[src/rtl/seg7_pkg.sv]
// Shared constants and the leading-zero suppression helper for the 7-segment scanner.
package seg7_pkg;

    localparam int          DIGIT_W    = 4;
    localparam int          MAX_DIG    = 8;
    localparam int          DIG_BITS   = MAX_DIG * DIGIT_W;
    localparam logic [3:0]  BLANK_CODE = 4'hF;

    // Bit i set = digit i is a leading zero. Digit 0 always stays visible; codes >9 count as non-zero.
    function automatic logic [MAX_DIG-1:0] lzb_mask(input logic [DIG_BITS-1:0] digits,
                                                    input int                  n_dig);
        logic               nz_seen;
        logic [MAX_DIG-1:0] mask;
        nz_seen = 1'b0;
        mask    = '0;
        for (int i = MAX_DIG - 1; i >= 1; i--) begin
            if (i < n_dig) begin
                if (digits[i*DIGIT_W +: DIGIT_W] != 4'd0) begin
                    nz_seen = 1'b1;
                end
                mask[i] = ~nz_seen;
            end
        end
        return mask;
    endfunction

endpackage

[src/rtl/seg7_slot_timer.sv]
// Slot counter (cycles within a digit slot) and digit index, plus phase/boundary flags.
module seg7_slot_timer #(
    parameter int N_DIG = 4,
    parameter int DIV   = 1000,
    parameter int DEAD  = 16,
    localparam int CNT_W = $clog2(DIV),
    localparam int IDX_W = (N_DIG > 1) ? $clog2(N_DIG) : 1
) (
    input  logic             clk,
    input  logic             rst,
    output logic [IDX_W-1:0] idx,
    output logic             in_dead,
    output logic             slot_end,
    output logic             frame_end,
    output logic             frame_start
);

    localparam logic [CNT_W-1:0] CNT_MAX  = CNT_W'(DIV - 1);
    localparam logic [CNT_W-1:0] DEAD_CNT = CNT_W'(DEAD);
    localparam logic [IDX_W-1:0] IDX_MAX  = IDX_W'(N_DIG - 1);

    logic [CNT_W-1:0] cnt_q, cnt_d;
    logic [IDX_W-1:0] idx_q, idx_d;

    assign idx         = idx_q;
    assign in_dead     = (cnt_q < DEAD_CNT);
    assign slot_end    = (cnt_q == CNT_MAX);
    // Asserted for the whole last slot; qualified with slot_end it marks the commit cycle.
    assign frame_end   = (idx_q == IDX_MAX);
    assign frame_start = (idx_q == '0) && (cnt_q == '0);

    always_comb begin
        cnt_d = cnt_q + 1'b1;
        idx_d = idx_q;
        if (slot_end) begin
            cnt_d = '0;
            idx_d = (idx_q == IDX_MAX) ? '0 : idx_q + 1'b1;
        end
    end

    always_ff @(posedge clk or posedge rst) begin
        if (rst) begin
            cnt_q <= '0;
            idx_q <= '0;
        end else begin
            cnt_q <= cnt_d;
            idx_q <= idx_d;
        end
    end

endmodule

[src/rtl/seg7_scan_ctrl.sv]
// Multiplexed common-anode 7-segment scanner with dead-time, leading-zero blanking
// and frame-synchronous commit of host writes.
module seg7_scan_ctrl
    import seg7_pkg::*;
#(
    parameter int N_DIG = 4,
    parameter int DIV   = 1000,
    parameter int DEAD  = 16,
    parameter int LZB   = 1
) (
    input  logic               clk,
    input  logic               rst,
    input  logic               wr_en,
    input  logic [4*N_DIG-1:0] wr_data,
    output logic               wr_ack,
    output logic [3:0]         bcd,
    output logic [N_DIG-1:0]   dig_n,
    output logic               frame
);

    localparam int IDX_W = (N_DIG > 1) ? $clog2(N_DIG) : 1;

    logic [IDX_W-1:0] idx;
    logic             in_dead, slot_end, frame_end, frame_start;
    logic             commit;

    seg7_slot_timer #(
        .N_DIG (N_DIG),
        .DIV   (DIV),
        .DEAD  (DEAD)
    ) u_timer (
        .clk         (clk),
        .rst         (rst),
        .idx         (idx),
        .in_dead     (in_dead),
        .slot_end    (slot_end),
        .frame_end   (frame_end),
        .frame_start (frame_start)
    );

    assign commit = slot_end && frame_end;

    logic [4*N_DIG-1:0] shadow_q, shadow_d;
    logic [4*N_DIG-1:0] active_q, active_d;
    logic               pend_q, pend_d;
    logic               fire_q, fire_d;
    logic               wr_ack_q, wr_ack_d;
    logic [3:0]         bcd_q, bcd_d;
    logic [N_DIG-1:0]   dig_n_q, dig_n_d;
    logic               frame_q, frame_d;

    logic [DIGIT_W-1:0] digit_a [N_DIG];
    logic [N_DIG-1:0]   blank_mask;

    for (genvar gi = 0; gi < N_DIG; gi++) begin : g_digit
        assign digit_a[gi] = active_q[gi*DIGIT_W +: DIGIT_W];
    end

    // Suppression looks at the displayed buffer only, so a pending write cannot change blanking early.
    assign blank_mask = (LZB != 0) ? N_DIG'(lzb_mask(DIG_BITS'(active_q), N_DIG)) : '0;

    always_comb begin
        shadow_d = shadow_q;
        active_d = active_q;
        pend_d   = pend_q;
        fire_d   = 1'b0;
        if (commit) begin
            if (wr_en) begin
                active_d = wr_data;
                pend_d   = 1'b0;
                fire_d   = 1'b1;
            end else if (pend_q) begin
                active_d = shadow_q;
                pend_d   = 1'b0;
                fire_d   = 1'b1;
            end
        end else if (wr_en) begin
            shadow_d = wr_data;
            pend_d   = 1'b1;
        end
    end

    always_comb begin
        wr_ack_d = fire_q;
        frame_d  = frame_start;
        dig_n_d  = '1;
        bcd_d    = BLANK_CODE;
        if (!in_dead) begin
            dig_n_d[idx] = 1'b0;
            bcd_d        = blank_mask[idx] ? BLANK_CODE : digit_a[idx];
        end
    end

    always_ff @(posedge clk or posedge rst) begin
        if (rst) begin
            shadow_q <= '0;
            active_q <= '0;
            pend_q   <= 1'b0;
            fire_q   <= 1'b0;
            wr_ack_q <= 1'b0;
            bcd_q    <= BLANK_CODE;
            dig_n_q  <= '1;
            frame_q  <= 1'b0;
        end else begin
            shadow_q <= shadow_d;
            active_q <= active_d;
            pend_q   <= pend_d;
            fire_q   <= fire_d;
            wr_ack_q <= wr_ack_d;
            bcd_q    <= bcd_d;
            dig_n_q  <= dig_n_d;
            frame_q  <= frame_d;
        end
    end

    assign wr_ack = wr_ack_q;
    assign bcd    = bcd_q;
    assign dig_n  = dig_n_q;
    assign frame  = frame_q;

endmodule

[config.mk]
export PLATFORM = sky130hd
export DESIGN_NAME = seg7_scan_ctrl
export DESIGN_NICKNAME = d
export VERILOG_FILES = /design/src/rtl/seg7_pkg.sv /design/src/rtl/seg7_slot_timer.sv /design/src/rtl/seg7_scan_ctrl.sv
export SDC_FILE = /design/constraint.sdc
export NUM_CORES = 1
export LEC_CHECK = 0
export ABC_AREA = 1
export CORE_ASPECT_RATIO = 2
export CORE_MARGIN = 5
export CORE_UTILIZATION = 61
export CTS_CLUSTER_DIAMETER = 150
export CTS_CLUSTER_SIZE = 14
export DETAILED_ROUTE_END_ITERATION = 10
export HOLD_SLACK_MARGIN = 0.08
export MAX_ROUTING_LAYER = met4
export PLACE_DENSITY = 0.88
export SLEW_MARGIN = 20
export SYNTH_ARGS = -nofsm -noshare
export SYNTH_HDL_FRONTEND = slang
export SYNTH_SLANG_ARGS = --single-unit
[constraint.sdc]
create_clock -name clk -period 3.6 [get_ports clk]
set_input_delay 0.72 -clock clk [delete_from_list [all_inputs] [get_ports clk]]
set_output_delay 0.72 -clock clk [all_outputs]
set_load 0.05 [all_outputs]
==> results.toml <==
[floorplan]
core_area_um2 = 4510
die_w_um = 57.9
dieArea_um2 = 6120
rows = 35
initial_core_util = 0.620
io_pins = 29
fp.dieH_um = 106

[pwr]
leakagePower_nw = 1.68
p_comb_frac = 0.076
power_density_nw_per_um2 = 338
switching_share = 0.224
clkPwrFrac = 0.312
intPower_uw = 830
power.switching_uw = 239
vdd_ir_drop_max_v = 0.000326
seqPwrFrac = 0.612

[detailed_routing]
wl_mm = 5.55
wire_per_inst_um = 13.1
drtIter0Drc = 68
drt_pass1_iterations = 4
ant_nets = 0
drcViolationCount = 0
viasPerCell = 5.44
dr_total_vias = 2305

[logic_synthesis]
synth-seq-cells = 56
synth_cells = 347
synth_top_area_cell = "dfrtp_1"
yosysTopAreaCellShare = 0.430
synth_cell_type_count = 27
synth.area.top_cells = "dfrtp_1 (43%), nand2_1 (19%), dfstp_2 (7.5%)"
synth_nets = 372
syn_avg_cell_area_um2 = 8.06
ys_warn_count = 0
ys_seq_area_frac = 0.505
synthesis.area_um2 = 2800

[outcome]
status = "finished, final reports clean"

[clock_network]
clock_latency_ns = 0.30
postCtsSetupBuffers = 0
path_clk_slew_ns = 0.09
h-tree-depth = 2
ctsHoldBuffers = 0
cts_tree = "done"
cts.sinks = 56
clock_path_buffers = 2
post_cts_resized = 0
numCtsBuffers = 5
root_buffer = "clkbuf_8"

[worst_setup_path]
critical_path.max_stage_delay_ns = 0.79
rr_worst_depth = 5
critical_path.startpoint_type = "flip-flop"
crit_family = "buffers and inverters"
cp.depth = 1
cp_slowest_cell = "clkdlybuf4s50_1"
arrival_ns = 1.62
worst-path-max-fanout = 1
path_buf_inv = 1
worstPathCellList = "clkdlybuf4s50_1"
end_kind = "output port"
critical_path_required_ns = 2.88
crit_type = "reg2out"

[sta]
period_needed_ns = 2.34
drv_slew = 0
post-route-period-util = 0.649
final.setup_skew_ns = 0.00718
tightest_slew_ns = 0.864
slew_headroom = 0.424
rsz0062_at_grt = "false"
tns_ns = 0
finalHoldViolations = 0
holdWs_ns = 0.357
setup_violations = 0
max_freq_ghz = 0.428

[hold_path]
hold_depth = 0
min_path_type = "reg2reg"

[placement]
gp_routability_congestion = 0.921
dp_hpwl_mm = 4.00
numPortBuffers = 28

[grt]
grt_use_total = 0.200
grt_pass1_wl_mm = 9.48
antenna_found_initial = 0
grt_max_degree = 53
grt-ovfl-total = 0
grt_pass1_vias = 2186

[cells_and_area]
n_antenna_cell = 0
syn_to_final_growth_pct = 13.0
nets = 394
drive_gt1_frac = 0.0813

[flow_run]
drv_cap = 0
-- layer usage --
layer / global-route usage / vias up / part of all wire
met1: 0.240 / 1087 / 0.40
li1: - / 1149 / -
met2: 0.333 / 59 / 0.54
met3: 0.0343 / 10 / 0.041
met4: 0.0697 / 0 / 0.019
met5: - / - / 0
-- registers in the layout (all words and copies together), names as in the netlist --
| register | count |
|---|---|
| u_timer.idx | 2 |
| bcd | 4 |
| shadow_q | 16 |
| dig_n | 4 |
| frame | 1 |
| fire_q | 1 |
| pend_q | 1 |
| u_timer.cnt_q | 10 |
| active_q | 16 |
| wr_ack | 1 |
-- final timing paths --
path | slack [ns] | startpoint | endpoint
worst max-delay path | 1.26 | bcd[1] | bcd[1]
worst min-delay path | 0.36 | fire_q | wr_ack
worst max register to register | 1.72 | u_timer.idx[0] | active_q[0]
worst min register to register | 0.36 | fire_q | wr_ack
max in group asynchronous | 2.03 | rst | bcd[2]
min in group asynchronous | 0.89 | rst | u_timer.cnt_q[1]
-- power groups by stage --
stage                     sequential [mW]  combinational [mW]  clock [mW]
final                               0.654              0.0818       0.333
after global routing                0.657              0.0936       0.368
after CTS                           0.654              0.0829       0.342
after detailed placement            0.666              0.0823           0
after global placement              0.665              0.0795           0
after floorplan                     0.663              0.0498           0
-- cell usage after synthesis --
cell type,n
buf_6,3
nand4_4,2
dfstp_2,8
nand3_1,22
nor2_8,1
buf_2,7
nand3_2,1
clkbuf_1,2
o211ai_1,1
dfrtp_1,48
a21oi_1,11
inv_1,26
nand2_4,1
nand2_2,3
nand4_1,19
xor2_1,1
buf_1,3
nand2_1,138
a31oi_1,1
nor4_1,1
o21ai_0,13
nor3_1,4
inv_2,3
nor2_1,20
ha_1,6
nor2_4,1
buf_4,1
-- final cells by class --
type                    instances  area, µm²
inverters                      29        110
well taps                      55       68.8
multi-input cells             246       1180
clock buffers                   6       82.6
flip-flops and latches         56       1410
fillers                       349       1350
clock inverters                 1       3.75
repair buffers                 31        303
-- metrics by stage --
stage	power (mW)	std cells	setup WS [ns]	cell area, µm²	utilization
floorplan	0.713	347	1.52	2800	-
global placement	0.745	417	1.43	3070	0.681
detailed placement	0.748	417	1.31	3070	0.681
CTS	1.08	424	1.25	3160	0.700
global route	1.12	424	1.22	3160	0.700
finish	1.07	424	1.26	3160	0.700
-- worst register-to-register path, stage by stage, from the launching register on --
cell and delay, ns:
dfrtp_1 0.69, ha_1 0.32, buf_4 0.27, nand4_4 0.28
nand2_1 0.16, nand2_1 0.07
-- kinds of logic (layout without fill, tap and decap cells) --
family	after synthesis	count (layout)	synth area share
simple gates	213	213	0.344
flops	56	56	0.505
xor+xnor	1	1	0.00313
fa+ha+maj	6	6	0.0269
compound gates	26	26	0.0479
buf+inv	45	67	0.0730
-- layout by cell type (no fill, tap or decap), drive strengths merged --
cell type	synthesis	final
a21oi	11	11
a31oi	1	1
buf	14	3
clkbuf	2	6
clkdlybuf4s50	0	28
clkinv	0	2
dfrtp	48	48
dfstp	8	8
ha	6	6
inv	29	28
nand2	142	142
nand3	23	23
nand4	21	21
nor2	22	22
nor3	4	4
nor4	1	1
o211ai	1	1
o21ai	13	13
xor2	1	1
No activity file was read; power rests on OpenSTA's default activity.
